[config.mk]
export PLATFORM = sky130hd
export DESIGN_NAME = axi4_lite_window_remapper
export DESIGN_NICKNAME = d
export VERILOG_FILES = /design/src/rtl/axi4_lite_remap_pkg.sv /design/src/rtl/axi4_lite_window_decode.sv /design/src/rtl/axi4_lite_window_remapper.sv
export SDC_FILE = /design/constraint.sdc
export NUM_CORES = 1
export LEC_CHECK = 0
export CAP_MARGIN = 5
export CORE_UTILIZATION = 40
export DETAILED_ROUTE_END_ITERATION = 8
export DONT_BUFFER_PORTS = 1
export GPL_ROUTABILITY_DRIVEN = 0
export PLACE_DENSITY = 0.54
export SYNTH_ARGS = -nofsm -noshare
export SYNTH_HDL_FRONTEND = slang
export SYNTH_HIERARCHICAL = 1
export SYNTH_SLANG_ARGS = --single-unit
[constraint.sdc]
create_clock -name clk -period 1.7 [get_ports clk]
set_input_delay 0.34 -clock clk [delete_from_list [all_inputs] [get_ports clk]]
set_output_delay 0.34 -clock clk [all_outputs]
set_load 0.01 [all_outputs]
[src/rtl/axi4_lite_remap_pkg.sv]
// Shared definitions for the AXI4-Lite window remapper: response codes,
// channel field widths and the write/read FSM state encodings.
package axi4_lite_remap_pkg;

  localparam int unsigned PROT_W = 3;
  localparam int unsigned RESP_W = 2;

  localparam logic [RESP_W-1:0] RESP_OKAY   = 2'b00;
  localparam logic [RESP_W-1:0] RESP_DECERR = 2'b11;

  typedef enum logic [1:0] {
    W_IDLE  = 2'd0,
    W_ISSUE = 2'd1,
    W_RESP  = 2'd2,
    W_DONE  = 2'd3
  } w_state_t;

  typedef enum logic [1:0] {
    R_IDLE  = 2'd0,
    R_ISSUE = 2'd1,
    R_RESP  = 2'd2,
    R_DONE  = 2'd3
  } r_state_t;

endpackage

[src/rtl/axi4_lite_window_decode.sv]
// Combinational window decoder: compares the address tag against each
// window's local base and produces the translated remote address.
// Ports:
//   i_addr  in   AXI_ADDR_WIDTH  incoming address
//   o_hit   out  1               some window matched
//   o_addr  out  AXI_ADDR_WIDTH  translated address (0 on miss)
module axi4_lite_window_decode #(
  parameter int unsigned AXI_ADDR_WIDTH = 32,
  parameter int unsigned NUM_WINDOWS    = 2,
  parameter int unsigned WINDOW_BITS    = 16,
  parameter logic [NUM_WINDOWS*AXI_ADDR_WIDTH-1:0] LOCAL_BASE  = {32'h5000_0000, 32'h4000_0000},
  parameter logic [NUM_WINDOWS*AXI_ADDR_WIDTH-1:0] REMOTE_BASE = {32'h8000_0000, 32'h0000_0000}
) (
  input  logic [AXI_ADDR_WIDTH-1:0] i_addr,
  output logic                      o_hit,
  output logic [AXI_ADDR_WIDTH-1:0] o_addr
);

  localparam int unsigned TAG_W = AXI_ADDR_WIDTH - WINDOW_BITS;

  // Ascending scan; first match locks in so the lowest index wins on overlap.
  always_comb begin
    o_hit  = 1'b0;
    o_addr = '0;
    for (int unsigned i = 0; i < NUM_WINDOWS; i++) begin
      if (!o_hit &&
          (i_addr[AXI_ADDR_WIDTH-1:WINDOW_BITS] ==
           LOCAL_BASE[i*AXI_ADDR_WIDTH+WINDOW_BITS +: TAG_W])) begin
        o_hit  = 1'b1;
        o_addr = {REMOTE_BASE[i*AXI_ADDR_WIDTH+WINDOW_BITS +: TAG_W],
                  i_addr[WINDOW_BITS-1:0]};
      end
    end
  end

endmodule

[src/rtl/axi4_lite_window_remapper.sv]
// AXI4-Lite address window remapper. Accepts one write and one read
// transaction at a time on the slave port, translates hitting addresses to
// the remote window and replays them on the master port; misses are answered
// locally with DECERR. All outputs are registered.
// Ports:
//   clk, resetn               clock, async active-low reset
//   S_AXI_AW*/W*/B*/AR*/R*    slave (upstream) AXI4-Lite port
//   M_AXI_AW*/W*/B*/AR*/R*    master (downstream) AXI4-Lite port
module axi4_lite_window_remapper
  import axi4_lite_remap_pkg::*;
#(
  parameter int unsigned AXI_DATA_WIDTH = 32,
  parameter int unsigned AXI_ADDR_WIDTH = 32,
  parameter int unsigned NUM_WINDOWS    = 2,
  parameter int unsigned WINDOW_BITS    = 16,
  parameter logic [NUM_WINDOWS*AXI_ADDR_WIDTH-1:0] LOCAL_BASE  = {32'h5000_0000, 32'h4000_0000},
  parameter logic [NUM_WINDOWS*AXI_ADDR_WIDTH-1:0] REMOTE_BASE = {32'h8000_0000, 32'h0000_0000}
) (
  input  logic                        clk,
  input  logic                        resetn,
  // slave write address / data / response
  input  logic [AXI_ADDR_WIDTH-1:0]   S_AXI_AWADDR,
  input  logic [2:0]                  S_AXI_AWPROT,
  input  logic                        S_AXI_AWVALID,
  output logic                        S_AXI_AWREADY,
  input  logic [AXI_DATA_WIDTH-1:0]   S_AXI_WDATA,
  input  logic [AXI_DATA_WIDTH/8-1:0] S_AXI_WSTRB,
  input  logic                        S_AXI_WVALID,
  output logic                        S_AXI_WREADY,
  output logic [1:0]                  S_AXI_BRESP,
  output logic                        S_AXI_BVALID,
  input  logic                        S_AXI_BREADY,
  // slave read address / data
  input  logic [AXI_ADDR_WIDTH-1:0]   S_AXI_ARADDR,
  input  logic [2:0]                  S_AXI_ARPROT,
  input  logic                        S_AXI_ARVALID,
  output logic                        S_AXI_ARREADY,
  output logic [AXI_DATA_WIDTH-1:0]   S_AXI_RDATA,
  output logic [1:0]                  S_AXI_RRESP,
  output logic                        S_AXI_RVALID,
  input  logic                        S_AXI_RREADY,
  // master write address / data / response
  output logic [AXI_ADDR_WIDTH-1:0]   M_AXI_AWADDR,
  output logic [2:0]                  M_AXI_AWPROT,
  output logic                        M_AXI_AWVALID,
  input  logic                        M_AXI_AWREADY,
  output logic [AXI_DATA_WIDTH-1:0]   M_AXI_WDATA,
  output logic [AXI_DATA_WIDTH/8-1:0] M_AXI_WSTRB,
  output logic                        M_AXI_WVALID,
  input  logic                        M_AXI_WREADY,
  input  logic [1:0]                  M_AXI_BRESP,
  input  logic                        M_AXI_BVALID,
  output logic                        M_AXI_BREADY,
  // master read address / data
  output logic [AXI_ADDR_WIDTH-1:0]   M_AXI_ARADDR,
  output logic [2:0]                  M_AXI_ARPROT,
  output logic                        M_AXI_ARVALID,
  input  logic                        M_AXI_ARREADY,
  input  logic [AXI_DATA_WIDTH-1:0]   M_AXI_RDATA,
  input  logic [1:0]                  M_AXI_RRESP,
  input  logic                        M_AXI_RVALID,
  output logic                        M_AXI_RREADY
);

  localparam int unsigned AW     = AXI_ADDR_WIDTH;
  localparam int unsigned DW     = AXI_DATA_WIDTH;
  localparam int unsigned STRB_W = AXI_DATA_WIDTH / 8;

  // ---------------------------------------------------------------- decoders
  logic          w_aw_hit, w_ar_hit;
  logic [AW-1:0] w_aw_xaddr, w_ar_xaddr;

  axi4_lite_window_decode #(
    .AXI_ADDR_WIDTH (AW), .NUM_WINDOWS (NUM_WINDOWS), .WINDOW_BITS (WINDOW_BITS),
    .LOCAL_BASE (LOCAL_BASE), .REMOTE_BASE (REMOTE_BASE)
  ) u_aw_decode (
    .i_addr (S_AXI_AWADDR), .o_hit (w_aw_hit), .o_addr (w_aw_xaddr)
  );

  axi4_lite_window_decode #(
    .AXI_ADDR_WIDTH (AW), .NUM_WINDOWS (NUM_WINDOWS), .WINDOW_BITS (WINDOW_BITS),
    .LOCAL_BASE (LOCAL_BASE), .REMOTE_BASE (REMOTE_BASE)
  ) u_ar_decode (
    .i_addr (S_AXI_ARADDR), .o_hit (w_ar_hit), .o_addr (w_ar_xaddr)
  );

  // -------------------------------------------------------------- write path
  w_state_t          r_wstate, w_wstate_n;
  logic              r_aw_got, w_aw_got_n, r_w_got, w_w_got_n, r_aw_hit, w_aw_hit_n;
  logic              r_s_awready, w_s_awready_n, r_s_wready, w_s_wready_n;
  logic              r_s_bvalid, w_s_bvalid_n;
  logic [RESP_W-1:0] r_s_bresp, w_s_bresp_n;
  logic              r_m_awvalid, w_m_awvalid_n, r_m_wvalid, w_m_wvalid_n;
  logic              r_m_bready, w_m_bready_n;
  logic [AW-1:0]     r_m_awaddr, w_m_awaddr_n;
  logic [PROT_W-1:0] r_m_awprot, w_m_awprot_n;
  logic [DW-1:0]     r_m_wdata, w_m_wdata_n;
  logic [STRB_W-1:0] r_m_wstrb, w_m_wstrb_n;
  logic              w_aw_hs, w_w_hs;

  assign w_aw_hs = S_AXI_AWVALID && r_s_awready;
  assign w_w_hs  = S_AXI_WVALID && r_s_wready;

  // Write next-state and next-output logic. AW is decoded as it is captured,
  // so the master-side address/data are already loaded when both halves land.
  always_comb begin
    w_wstate_n    = r_wstate;
    w_aw_got_n    = r_aw_got;
    w_w_got_n     = r_w_got;
    w_aw_hit_n    = r_aw_hit;
    w_s_bvalid_n  = r_s_bvalid;
    w_s_bresp_n   = r_s_bresp;
    w_m_awvalid_n = r_m_awvalid;
    w_m_wvalid_n  = r_m_wvalid;
    w_m_bready_n  = r_m_bready;
    w_m_awaddr_n  = r_m_awaddr;
    w_m_awprot_n  = r_m_awprot;
    w_m_wdata_n   = r_m_wdata;
    w_m_wstrb_n   = r_m_wstrb;

    unique case (r_wstate)
      W_IDLE: begin
        if (w_aw_hs) begin
          w_aw_got_n   = 1'b1;
          w_aw_hit_n   = w_aw_hit;
          w_m_awaddr_n = w_aw_xaddr;
          w_m_awprot_n = S_AXI_AWPROT;
        end
        if (w_w_hs) begin
          w_w_got_n   = 1'b1;
          w_m_wdata_n = S_AXI_WDATA;
          w_m_wstrb_n = S_AXI_WSTRB;
        end
        if (w_aw_got_n && w_w_got_n) begin
          w_aw_got_n = 1'b0;
          w_w_got_n  = 1'b0;
          if (w_aw_hit_n) begin
            w_wstate_n    = W_ISSUE;
            w_m_awvalid_n = 1'b1;
            w_m_wvalid_n  = 1'b1;
          end else begin
            w_wstate_n   = W_DONE;
            w_s_bvalid_n = 1'b1;
            w_s_bresp_n  = RESP_DECERR;
          end
        end
      end
      W_ISSUE: begin
        if (r_m_awvalid && M_AXI_AWREADY) w_m_awvalid_n = 1'b0;
        if (r_m_wvalid && M_AXI_WREADY)   w_m_wvalid_n  = 1'b0;
        if (!w_m_awvalid_n && !w_m_wvalid_n) begin
          w_wstate_n   = W_RESP;
          w_m_bready_n = 1'b1;
        end
      end
      W_RESP: begin
        if (M_AXI_BVALID) begin
          w_m_bready_n = 1'b0;
          w_s_bvalid_n = 1'b1;
          w_s_bresp_n  = M_AXI_BRESP;
          w_wstate_n   = W_DONE;
        end
      end
      W_DONE: begin
        if (S_AXI_BREADY) begin
          w_s_bvalid_n = 1'b0;
          w_wstate_n   = W_IDLE;
        end
      end
      default: w_wstate_n = W_IDLE;
    endcase

    w_s_awready_n = (w_wstate_n == W_IDLE) && !w_aw_got_n;
    w_s_wready_n  = (w_wstate_n == W_IDLE) && !w_w_got_n;
  end

  // Write state and output registers
  always_ff @(posedge clk or negedge resetn) begin
    if (!resetn) begin
      r_wstate    <= W_IDLE;
      r_aw_got    <= 1'b0;
      r_w_got     <= 1'b0;
      r_aw_hit    <= 1'b0;
      r_s_awready <= 1'b0;
      r_s_wready  <= 1'b0;
      r_s_bvalid  <= 1'b0;
      r_s_bresp   <= '0;
      r_m_awvalid <= 1'b0;
      r_m_wvalid  <= 1'b0;
      r_m_bready  <= 1'b0;
      r_m_awaddr  <= '0;
      r_m_awprot  <= '0;
      r_m_wdata   <= '0;
      r_m_wstrb   <= '0;
    end else begin
      r_wstate    <= w_wstate_n;
      r_aw_got    <= w_aw_got_n;
      r_w_got     <= w_w_got_n;
      r_aw_hit    <= w_aw_hit_n;
      r_s_awready <= w_s_awready_n;
      r_s_wready  <= w_s_wready_n;
      r_s_bvalid  <= w_s_bvalid_n;
      r_s_bresp   <= w_s_bresp_n;
      r_m_awvalid <= w_m_awvalid_n;
      r_m_wvalid  <= w_m_wvalid_n;
      r_m_bready  <= w_m_bready_n;
      r_m_awaddr  <= w_m_awaddr_n;
      r_m_awprot  <= w_m_awprot_n;
      r_m_wdata   <= w_m_wdata_n;
      r_m_wstrb   <= w_m_wstrb_n;
    end
  end

  // --------------------------------------------------------------- read path
  r_state_t          r_rstate, w_rstate_n;
  logic              r_s_arready, w_s_arready_n, r_s_rvalid, w_s_rvalid_n;
  logic [DW-1:0]     r_s_rdata, w_s_rdata_n;
  logic [RESP_W-1:0] r_s_rresp, w_s_rresp_n;
  logic              r_m_arvalid, w_m_arvalid_n, r_m_rready, w_m_rready_n;
  logic [AW-1:0]     r_m_araddr, w_m_araddr_n;
  logic [PROT_W-1:0] r_m_arprot, w_m_arprot_n;
  logic              w_ar_hs;

  assign w_ar_hs = S_AXI_ARVALID && r_s_arready;

  // Read next-state and next-output logic
  always_comb begin
    w_rstate_n    = r_rstate;
    w_s_rvalid_n  = r_s_rvalid;
    w_s_rdata_n   = r_s_rdata;
    w_s_rresp_n   = r_s_rresp;
    w_m_arvalid_n = r_m_arvalid;
    w_m_rready_n  = r_m_rready;
    w_m_araddr_n  = r_m_araddr;
    w_m_arprot_n  = r_m_arprot;

    unique case (r_rstate)
      R_IDLE: begin
        if (w_ar_hs) begin
          if (w_ar_hit) begin
            w_rstate_n    = R_ISSUE;
            w_m_arvalid_n = 1'b1;
            w_m_araddr_n  = w_ar_xaddr;
            w_m_arprot_n  = S_AXI_ARPROT;
          end else begin
            w_rstate_n   = R_DONE;
            w_s_rvalid_n = 1'b1;
            w_s_rdata_n  = '0;
            w_s_rresp_n  = RESP_DECERR;
          end
        end
      end
      R_ISSUE: begin
        if (M_AXI_ARREADY) begin
          w_m_arvalid_n = 1'b0;
          w_m_rready_n  = 1'b1;
          w_rstate_n    = R_RESP;
        end
      end
      R_RESP: begin
        if (M_AXI_RVALID) begin
          w_m_rready_n = 1'b0;
          w_s_rvalid_n = 1'b1;
          w_s_rdata_n  = M_AXI_RDATA;
          w_s_rresp_n  = M_AXI_RRESP;
          w_rstate_n   = R_DONE;
        end
      end
      R_DONE: begin
        if (S_AXI_RREADY) begin
          w_s_rvalid_n = 1'b0;
          w_rstate_n   = R_IDLE;
        end
      end
      default: w_rstate_n = R_IDLE;
    endcase

    w_s_arready_n = (w_rstate_n == R_IDLE);
  end

  // Read state and output registers
  always_ff @(posedge clk or negedge resetn) begin
    if (!resetn) begin
      r_rstate    <= R_IDLE;
      r_s_arready <= 1'b0;
      r_s_rvalid  <= 1'b0;
      r_s_rdata   <= '0;
      r_s_rresp   <= '0;
      r_m_arvalid <= 1'b0;
      r_m_rready  <= 1'b0;
      r_m_araddr  <= '0;
      r_m_arprot  <= '0;
    end else begin
      r_rstate    <= w_rstate_n;
      r_s_arready <= w_s_arready_n;
      r_s_rvalid  <= w_s_rvalid_n;
      r_s_rdata   <= w_s_rdata_n;
      r_s_rresp   <= w_s_rresp_n;
      r_m_arvalid <= w_m_arvalid_n;
      r_m_rready  <= w_m_rready_n;
      r_m_araddr  <= w_m_araddr_n;
      r_m_arprot  <= w_m_arprot_n;
    end
  end

  // ------------------------------------------------------------ port drivers
  assign S_AXI_AWREADY = r_s_awready;
  assign S_AXI_WREADY  = r_s_wready;
  assign S_AXI_BVALID  = r_s_bvalid;
  assign S_AXI_BRESP   = r_s_bresp;
  assign S_AXI_ARREADY = r_s_arready;
  assign S_AXI_RVALID  = r_s_rvalid;
  assign S_AXI_RDATA   = r_s_rdata;
  assign S_AXI_RRESP   = r_s_rresp;

  assign M_AXI_AWVALID = r_m_awvalid;
  assign M_AXI_AWADDR  = r_m_awaddr;
  assign M_AXI_AWPROT  = r_m_awprot;
  assign M_AXI_WVALID  = r_m_wvalid;
  assign M_AXI_WDATA   = r_m_wdata;
  assign M_AXI_WSTRB   = r_m_wstrb;
  assign M_AXI_BREADY  = r_m_bready;
  assign M_AXI_ARVALID = r_m_arvalid;
  assign M_AXI_ARADDR  = r_m_araddr;
  assign M_AXI_ARPROT  = r_m_arprot;
  assign M_AXI_RREADY  = r_m_rready;

endmodule

==> metrics.md, run 1 <==
| Metric | Value |
|---|---|
| Outcome | `finished, violations left` |
| Violated checks | `negative hold slack` |
| Routed Antenna Nets | `0` |
| Critical Path Start | `S_AXI_ARADDR[24]` |
| Synth top area share | `0.601` |
| DRC Markers | `0` |
| HP Class | `in2async` |
| Type of the worst setup path | `in2reg` |
| Layout filler cell count | `1444` |
| GRT Residual Overflow | `0` |
| Number of global-route vias before repair | `3768` |
| Rows | `46` |
| Initial antenna violation count | `0` |
| Clock-pin slew on the worst setup and hold paths | `60 ps` |
| Initial drt markers | `140` |
| Pre-CTS setup slack | `-341 ps` |
| Leakage | `3.53 nW` |
| N_diodes | `0` |
| Post-layout util | `0.465` |
| Gr usage total | `0.158` |
| Met2 routed WL | `6990 microns` |
| Vias | `3735` |
| Drt total wl | `13600 microns` |
| Synth cell types | `35` |
| Peak supply drop | `0.805 mV` |
| CTS max path bufs | `2` |
| Largest net degree at the start of global routing | `160` |
| Die Span Y | `131 microns` |
| Final count of hold timing violations | `159` |
| Layout Skew | `8.28 ps` |
| Dominant synthesized flop cell | `dfrtp_1` |
| Highest Signal Layer | `met4` |
| Post-route setup TNS | `0 ps` |
| CTS resizes | `0` |
| Ys async rst share | `1.00` |
| FF/Latch Area | `3980 sq um` |
| Max_cap viols | `0` |
| Yosys reg bits | `159` |
| CP Capture Type | `flip-flop` |
| Synthesized instance count | `478` |
| Final Power | `0.0124 W` |
| F_max | `0.626 GHz` |
| CTS tree | `built` |
| Core area | `16000 sq um` |
| TritonCTS Buffers | `17` |
| Count of final setup violators | `0` |
| Final WS setup | `103 ps` |
| H-tree levels | `4` |
| Per-cell routed wire length | `18.9 microns` |
| Cell taking the most area after synthesis | `dfrtp_1` |
| Met3 routed WL | `1260 microns` |
| Footprint of the multi-input gates | `2350 sq um` |
| Synthesized area | `6620 sq um` |
| Clock sinks | `159` |
| Area Overhead vs Synth | `12.3%` |
| RR Startpoint | `r_wstate[1]` |
| Area contributors post-synth | `dfrtp_1 60%, mux2_2 18%, a22o_1 4.2%` |
| Final min period | `1600 ps` |
| Die width | `131 microns` |
| Root Driver | `clkbuf_16` |
| Syn Area/Cell | `13.8 sq um` |
| CP startpoint kind | `input port` |
| PortBufs | `0` |
| Worst Path Required | `2000 ps` |
| EDFF count, synth | `0` |
| Ys Warns | `6` |
| Clk_lat worst skew | `420 ps` |
| Max FO, Critical Path | `9` |
| DR vias/cell | `5.18` |
| Fin nets | `646` |
| First-pass DRT Iterations | `4` |
| Worst Hold Slack | `-388 ps` |
| Seq/Total Area, Yosys | `0.601` |
| Layout cells sized above 1 | `0.327` |
| Initial Utilization | `0.414` |
| PD cells | `1670 nW/um^2` |
| First-pass GRT wire length | `20100 microns` |
| Post-DP HPWL | `9860 microns` |
| Unrepaired setup endpoints after global routing | `false` |
| WP data arrival | `1900 ps` |
| M1 WL | `5260 microns` |
| Post-CTS Setup Inserts | `0` |
| Part of the cycle the worst path needs | `0.939` |
| DIE AREA | `17100 sq um` |
| I/O pins | `306` |
| Slew Limit Fails | `0` |
==> final timing paths <==
kind	to	slack (ps)	cells after the start
min	M_AXI_AWADDR[27]	-390	0
min reg2reg	r_aw_got	540	1
max in group asynchronous	S_AXI_RDATA[30]	1880	0
min in group clk	S_AXI_RDATA[24]	60	1
max reg2reg	M_AXI_WDATA[1]	120	4
max	M_AXI_ARADDR[19]	100	6
==> logic make-up after synthesis <==
kind of cell / count (synthesis) / share of synthesized area
flops: 159 / 0.601
buf+inv: 63 / 0.0646
mux: 106 / 0.180
simple gates: 79 / 0.0728
other cells: 2 / 0.00113
compound gates: 69 / 0.0800
==> metal layers <==
metal / GRT usage / up-vias
met5: 0 / -
met1: 0.176 / 1877
met2: 0.265 / 185
li1: - / 1665
met4: 0.0534 / 0
met3: 0.0745 / 8
==> registers in the layout (all words and copies together) (netlist names), 2 cells and up <==
register / flops
M_AXI_ARADDR: 32
M_AXI_AWADDR: 32
M_AXI_WDATA: 32
S_AXI_RDATA: 32
M_AXI_WSTRB: 4
M_AXI_ARPROT: 3
M_AXI_AWPROT: 3
S_AXI_BRESP: 2
S_AXI_RRESP: 2
r_rstate: 2
r_wstate: 2
==> stage by stage <==
step | hold WS, ps | area (sq um) | std cells
2_1_floorplan | 44.4 | 6780 | 506
3_3_place_gp | 47.8 | 6830 | 689
3_5_place_dp | 47.5 | 6830 | 689
4_1_cts | -406 | 7440 | 721
5_1_grt | -419 | 7440 | 721
6_report | -388 | 7440 | 721
==> worst max-delay path, stage by stage <==
cell and delay (ps):
nor4_1 280, and4_1 310, inv_4 50, nor4_4 320, buf_4 250, mux2_2 350
==> final cells by class <==
| class | instances | area share |
|---|---|---|
| Tap cell | 216 | 0.0363 |
| Timing Repair Buffer | 22 | 0.0273 |
| Clock inverter | 12 | 0.0212 |
| Inverter | 8 | 0.00437 |
| Clock buffer | 20 | 0.0601 |
| Sequential cell | 159 | 0.535 |
| Multi-Input combinational cell | 284 | 0.316 |
==> synthesized netlist by cell type, drive strengths merged, types with 4 or more instances <==
cell type	count
a21oi	12
buf	51
a22o	32
inv	8
nor2	10
nor3	6
nand2	9
a211oi	4
o21ai	6
and2	36
clkbuf	4
nor4	5
o32a	4
mux2	106
nand2b	5
dfrtp	159
==> layout by cell type, fill, tap and decap left out, drive strengths merged <==
cell type	Yosys	final
a2111o	1	1
a211oi	4	4
a21o	2	2
a21oi	12	12
a22o	32	32
a22oi	2	2
a311oi	2	2
a31o	1	1
a31oi	1	1
and2	36	36
and3	2	2
and4	2	2
buf	51	22
bufinv	0	3
clkbuf	4	20
clkinv	0	3
clkinvlp	0	3
conb	2	30
dfrtp	159	159
inv	8	11
mux2	106	106
nand2	9	9
nand2b	5	5
nand3	1	1
nor2	10	10
nor3	6	6
nor4	5	5
nor4b	2	2
o21a	1	1
o21ai	6	6
o31ai	1	1
o32a	4	4
or4	1	1
==> power by group <==
part	switching (W)	leakage [nW]	internal, W
sequential	0.00145	2.07	0.00499
combinational	0.000917	1.17	0.00119
clock	0.00153	0.287	0.00236
(Power assumes the default switching activity.)
==> run 2: changes to the inputs <==
Settings changed: CORE_UTILIZATION 40 to 35, PLACE_DENSITY 0.54 to 0.49.
==> run 2 against run 1 <==
Net effect:
- the flow still finishes with violations (negative hold slack)
- setup slack better by 26 ps
- fmax rose by 1.7%
- die area increased by 14%
- worst hold slack improved by 9.6 ps
- utilization down 5.9 points
- clock skew fell by 1.4 ps
- clock power is 9.3% lower
- count of clock-buffer cells in the layout grew 2
- global-route usage shrank 0.65 points
- sequential cell count is the same
- largest power group unchanged
==> metrics.md, run 2 (synthesis results as in run 1) <==
| Metric | Value |
|---|---|
| Type of the worst setup path | `reg2reg` |
| GRT Residual Overflow | `0 (unchanged)` |
| CTS resizes | `0 (unchanged)` |
| FF/Latch Area | `3980 sq um (unchanged)` |
| DRC Markers | `0 (unchanged)` |
| Final count of hold timing violations | `159 (unchanged)` |
| RR Startpoint | `r_rstate[1]` |
| PortBufs | `0 (unchanged)` |
| Number of global-route vias before repair | `4087 (+8.5%)` |
| CTS tree | `built` |
| Outcome | `finished, violations left` |
| CP startpoint kind | `flip-flop` |
| Cell chain of the critical path | `nor4_4 > buf_4 > mux2_2` |
| Worst path slowest cell | `dfrtp_1` |
| Initial drt markers | `130 (-7.1%)` |
| Gr usage total | `0.151 (-0.00646)` |
| Layout filler cell count | `1713 (+19%)` |
| Vias | `3753 (+0.48%)` |
| Count of final setup violators | `0 (unchanged)` |
| Sequential power share | `0.532 (+0.014)` |
| First-pass GRT wire length | `22700 microns (+13%)` |
| Layout Skew | `6.84 ps (-1.45 ps)` |
| Reg-to-Reg End | `M_AXI_ARADDR[27]` |
| Slew Limit Fails | `0 (unchanged)` |
| Rows | `49 (+6.5%)` |
| Worst Hold Slack | `-379 ps (+9.55 ps)` |
| R2R depth | `3 (-1)` |
| Internal Power | `0.00826 W (-3.3%)` |
| Worst path bufs/invs | `1 (-1)` |
| Slowest stage delay, CP | `480 ps (+130 ps)` |
| Top delay family on crit path | `flip-flops` |
| Post-CTS Setup Inserts | `0 (unchanged)` |
| Layout cells sized above 1 | `0.321 (-0.00530)` |
| Clock power share | `0.291 (-0.022)` |
| PD cells | `1640 nW/um^2 (-2.2%)` |
| H-tree levels | `4 (unchanged)` |
| Per-cell routed wire length | `19.1 microns (+0.90%)` |
| Drt total wl | `14000 microns (+2.6%)` |
| N_diodes | `0 (unchanged)` |
| Footprint of the multi-input gates | `2350 sq um (unchanged)` |
| HP Class | `in2async` |
| Fin nets | `646 (unchanged)` |
| DIE AREA | `19500 sq um (+14%)` |
| CP Capture Type | `flip-flop` |
| Commonest non-fill, non-tap cell in the layout | `dfrtp_1` |
| Post-DP HPWL | `10200 microns (+3.0%)` |
| Initial antenna violation count | `0 (unchanged)` |
| Clk_lat worst skew | `410 ps (about the same)` |
| DR vias/cell | `5.12 (-1.2%)` |
| Leakage | `3.50 nW (-0.84%)` |
| Area Overhead vs Synth | `12.0%` |
| Largest net degree at the start of global routing | `160 (unchanged)` |
| Unrepaired setup endpoints after global routing | `false` |
| Die Span Y | `140 microns (+6.8%)` |
| Sw frac | `0.319 (+0.00559)` |
| Die width | `140 microns (+6.8%)` |
| Initial Utilization | `0.362 (-0.0514)` |
| CTS max path bufs | `2 (unchanged)` |
| Root Driver | `clkbuf_16` |
| NetSw | `0.00387 W (-0.75%)` |
| First-pass DRT Iterations | `6 (+2)` |
| Post-route setup TNS | `0 ps (unchanged)` |
| R2R setup slack | `130 ps (about the same)` |
| Commonest non-fill, non-tap cells in the layout | `159 x dfrtp_1, 101 x mux2_2, 36 x and2_1` |
| Worst Path Required | `1990 ps (about the same)` |
| F_max | `0.637 GHz (+1.7%)` |
| Peak supply drop | `0.667 mV (-17%)` |
| Max_cap viols | `0 (unchanged)` |
| Routed Antenna Nets | `0 (unchanged)` |
| Clock sinks | `159 (unchanged)` |
| Clock-pin slew on the worst setup and hold paths | `60 ps (about the same)` |
| I/O pins | `306 (unchanged)` |
| Max FO, Critical Path | `14 (+5)` |
| Violated checks | `negative hold slack` |
| Comb pwr share | `0.177 (+0.008)` |
| TritonCTS Buffers | `17 (unchanged)` |
| Final min period | `1570 ps (-26.4 ps)` |
| Core area | `18300 sq um (+14%)` |
| WP data arrival | `1860 ps (-40 ps)` |
| Part of the cycle the worst path needs | `0.924 (-0.0155)` |
## run 2: changes by cell type in the layout (fill, tap and decap cells not counted), sizes merged
| cell | delta |
|---|---|
| bufinv | -2 |
| clkinvlp | +1 |
| inv | -2 |
| clkbuf | +2 |
## run 2: worst max-delay path by stage
stage | start | endpoint | slack (ps) | cells past startpoint
finish | r_rstate[1] | M_AXI_ARADDR[27] | 130 | 3
detailed placement | S_AXI_AWADDR[24] | M_AXI_WVALID | -270 | 6
floorplan | S_AXI_ARADDR[25] | M_AXI_ARADDR[10] | -450 | 8
global placement | S_AXI_ARADDR[31] | M_AXI_ARADDR[27] | -230 | 6
CTS | r_rstate[1] | M_AXI_ARADDR[25] | 100 | 3
global route | r_rstate[1] | M_AXI_ARADDR[23] | 30 | 3
## run 2: final cells by class
class,instances,area share
inverters,8,0.00439
clock buffers,22,0.0613
multi-input cells,284,0.317
repair buffers,22,0.0307
clock inverters,9,0.0118
flip-flops and latches,159,0.537
well taps,229,0.0386
## run 2: power by group through the flow
stage	Combinational [W]	Clock (W)	Sequential, W
6_report	0.00215	0.00353	0.00645
5_1_grt	0.00241	0.00381	0.00663
4_1_cts	0.00218	0.00367	0.00649
3_5_place_dp	0.00217	0	0.00655
3_3_place_gp	0.00208	0	0.00654
2_1_floorplan	0.00181	0	0.00619
## run 2: worst reg2reg max path, stage by stage, from the launching register on
cell and delay [ps]:
dfrtp_1 480, nor4_4 330, buf_4 280, mux2_2 370
## run 2: layer usage
layer  up-vias  wire length (microns)  global-route usage
met3        14                   1410              0.0733
li1       1668                      -                   -
met5         -                      0                   0
met4         0                    220              0.0550
met2       182                   7160               0.254
met1      1889                   5210               0.166
## run 2: through the flow
step	setup slack, ps	instances	power (W)	area, sq um	util
floorplan	-449	506	0.00800	6780	-
global route	25.9	733	0.0129	7410	0.406
detailed placement	-273	702	0.00872	6870	0.376
finish	130	733	0.0121	7410	0.406
global placement	-231	702	0.00862	6870	0.376
CTS	103	733	0.0123	7410	0.406
==> run 3: changes to the inputs <==
--- a/config.mk
+++ b/config.mk
@@ -15,3 +15,2 @@
 export SYNTH_HDL_FRONTEND = slang
-export SYNTH_HIERARCHICAL = 1
 export SYNTH_SLANG_ARGS = --single-unit
--- a/constraint.sdc
+++ b/constraint.sdc
@@ -3,2 +3,2 @@
 set_output_delay 0.34 -clock clk [all_outputs]
-set_load 0.01 [all_outputs]
+set_load 0.02 [all_outputs]
==> run 3 against run 2 <==
Net effect:
- the run still ends with negative hold slack left
- worst hold slack better by 5.3 ps
- clock power fell by 1%
- largest cell class unchanged
- cell area down 14%
==> metrics.md, run 3 <==
| Metric | Value |
|---|---|
| Outcome | `finished, violations left` |
| Violated checks | `negative hold slack` |
| I/O pins | `306 (unchanged)` |
| Post-route setup TNS | `0 ps (unchanged)` |
| Per-cell routed wire length | `17.9 microns (-6.2%)` |
| Worst path slowest cell | `dfrtp_1` |
| F_max | `0.664 GHz (+4.2%)` |
| Initial drt markers | `141 (+8.5%)` |
| H-tree levels | `4 (unchanged)` |
| Worst Hold Slack | `-374 ps (+5.25 ps)` |
| Seq/Total Area, Yosys | `0.568 (-0.0331)` |
| Clock sinks | `129 (-19%)` |
| PD cells | `1900 nW/um^2 (+16%)` |
| Count of final setup violators | `0 (unchanged)` |
| Initial Utilization | `0.358 (-0.00453)` |
| Die width | `129 microns (-7.2%)` |
| Unrepaired setup endpoints after global routing | `false` |
| CP startpoint kind | `flip-flop` |
| Die Span Y | `129 microns (-7.2%)` |
| Post-DP HPWL | `8430 microns (-17%)` |
| Area Overhead vs Synth | `12.3%` |
| Post-CTS Setup Inserts | `0 (unchanged)` |
| Synthesized area | `5680 sq um (-14%)` |
| R2R depth | `4 (+1)` |
| Cell chain of the critical path | `nor2_4 > and3_2 > buf_12 > mux2_2` |
| PortBufs | `0 (unchanged)` |
| Initial antenna violation count | `0 (unchanged)` |
| Post-layout util | `0.402 (-0.00421)` |
| Reg-to-Reg End | `M_AXI_WDATA[18]` |
| CTS max path bufs | `2 (unchanged)` |
| Yosys reg bits | `129 (-19%)` |
| Final min period | `1510 ps (-63.8 ps)` |
| Cell taking the most area after synthesis | `dfrtp_1` |
| Slew Limit Fails | `0 (unchanged)` |
| HP Class | `in2async` |
| Ys async rst share | `1.00 (unchanged)` |
| Layout Skew | `8.29 ps (+1.45 ps)` |
| WP data arrival | `1800 ps (-60 ps)` |
| EDFF count, synth | `0 (unchanged)` |
| Fin nets | `594 (-8.0%)` |
| Worst Path Required | `1990 ps (about the same)` |
| CTS tree | `built` |
| Dominant synthesized flop cell | `dfrtp_1` |
| DR vias/cell | `5.10 (-0.30%)` |
| CP Capture Type | `flip-flop` |
| Part of the cycle the worst path needs | `0.886 (-0.0375)` |
| Commonest cells post-synth | `129 x dfrtp_1, 49 x a22o_1, 36 x a21o_1` |
| Slowest stage delay, CP | `400 ps (-80 ps)` |
| Type of the worst setup path | `reg2reg` |
| Layout cells sized above 1 | `0.196 (-0.125)` |
| Most frequent cell after synthesis | `dfrtp_1` |
| First-pass DRT Iterations | `4 (-2)` |
| R2R setup slack | `190 ps (+60 ps)` |
| DRC Markers | `0 (unchanged)` |
| Routed Antenna Nets | `0 (unchanged)` |
| Layout filler cell count | `1527 (-11%)` |
| Synthesized instance count | `431 (-9.8%)` |
| Commonest non-fill, non-tap cells in the layout | `129 x dfrtp_1, 49 x a22o_1, 36 x a21o_1` |
| Final count of hold timing violations | `129 (-19%)` |
| Core area | `15900 sq um (-13%)` |
| RR Startpoint | `r_wstate[1]` |
| Synth top area share | `0.568 (-0.0331)` |
| Synth cell types | `43 (+23%)` |
| Clock-pin slew on the worst setup and hold paths | `60 ps (about the same)` |
| Peak supply drop | `0.936 mV (+40%)` |
| Largest net degree at the start of global routing | `130 (-19%)` |
| Max FO, Critical Path | `29 (+15)` |
| TritonCTS Buffers | `17 (unchanged)` |
| First-pass GRT wire length | `17700 microns (-22%)` |
| Number of global-route vias before repair | `3312 (-19%)` |
| Leakage | `3.09 nW (-12%)` |
| Rows | `46 (-6.1%)` |
| Drt total wl | `12000 microns (-14%)` |
| Max_cap viols | `0 (unchanged)` |
| GRT Residual Overflow | `0 (unchanged)` |
| Gr usage total | `0.141 (-0.0107)` |
| Area contributors post-synth | `dfrtp_1 57%, a22o_1 7.6%, mux2_1 5.7%` |
| N_diodes | `0 (unchanged)` |
| DIE AREA | `16800 sq um (-14%)` |
| Commonest non-fill, non-tap cell in the layout | `dfrtp_1` |
| Root Driver | `clkbuf_16` |
| Syn Area/Cell | `13.2 sq um (-4.8%)` |
| Vias | `3415 (-9.0%)` |
| Ys Warns | `0 (-6)` |
| CTS resizes | `0 (unchanged)` |
| Clk_lat worst skew | `410 ps (about the same)` |
## run 3: changes by cell type after synthesis, moves of 5 or more
cell | previous run | this run
dfrtp_1 | 159 | 129
mux2_4 | 0 | 19
a22o_1 | 32 | 49
a21o_1 | 2 | 36
and2_1 | 36 | 0
buf_2 | 9 | 4
nand2_1 | 9 | 21
mux2_2 | 104 | 8
mux2_1 | 2 | 29
## run 3: cell families after synthesis
group                  synth area share
buffers and inverters            0.0782
DFF                               0.568
and+or+nand+nor                  0.0572
other                          0.000660
AOI/OAI and AO/OA                 0.169
muxes                             0.127
## run 3: area by class of cell
| type | instances | area [sq um] | area share |
|---|---|---|---|
| clock buffer | 21 | 470 | 0.0737 |
| clock inverter | 11 | 105 | 0.0165 |
| sequential | 129 | 3230 | 0.506 |
| multi-input combinational | 266 | 2120 | 0.333 |
| timing repair buffer | 16 | 145 | 0.0227 |
| inverter | 10 | 37.5 | 0.00588 |
| tap | 216 | 270 | 0.0424 |
## run 3: per-layer routing
metal	track usage	share of wire
met5	0	0
met4	0.0739	0.018
met3	0.0549	0.092
met2	0.221	0.49
met1	0.167	0.40
## run 3: worst max path at each step
| stage | cells past startpoint | endpoint | start |
|---|---|---|---|
| after global routing | 4 | S_AXI_AWREADY | S_AXI_AWREADY |
| after global placement | 4 | M_AXI_ARADDR[8] | S_AXI_ARADDR[17] |
| after detailed placement | 4 | M_AXI_ARADDR[0] | S_AXI_ARADDR[17] |
| after floorplan | 6 | M_AXI_WDATA[10] | r_wstate[1] |
| final | 4 | M_AXI_WDATA[18] | r_wstate[1] |
| after CTS | 4 | M_AXI_ARPROT[2] | r_rstate[1] |
## run 3: stage by stage
stage / worst slack, ps / cells / instance area (sq um) / power [W]
2_1_floorplan: 179 / 460 / 5790 / 0.00812
3_3_place_gp: 45.6 / 637 / 5800 / 0.00864
3_5_place_dp: 20.0 / 637 / 5800 / 0.00874
4_1_cts: 180 / 669 / 6380 / 0.0123
5_1_grt: 78.2 / 669 / 6380 / 0.0129
6_report: 193 / 669 / 6380 / 0.0121
## run 3: power by group
part / internal, W / switching, W
sequential: 0.00408 / 0.00194
combinational: 0.00139 / 0.00125
clock: 0.00213 / 0.00134
## run 3: critical path: cells and delay by family, from the launching register on
family	cells	cell delay, ps
simple gates	2	420
flops	1	400
mux	1	360
buf+inv	1	200
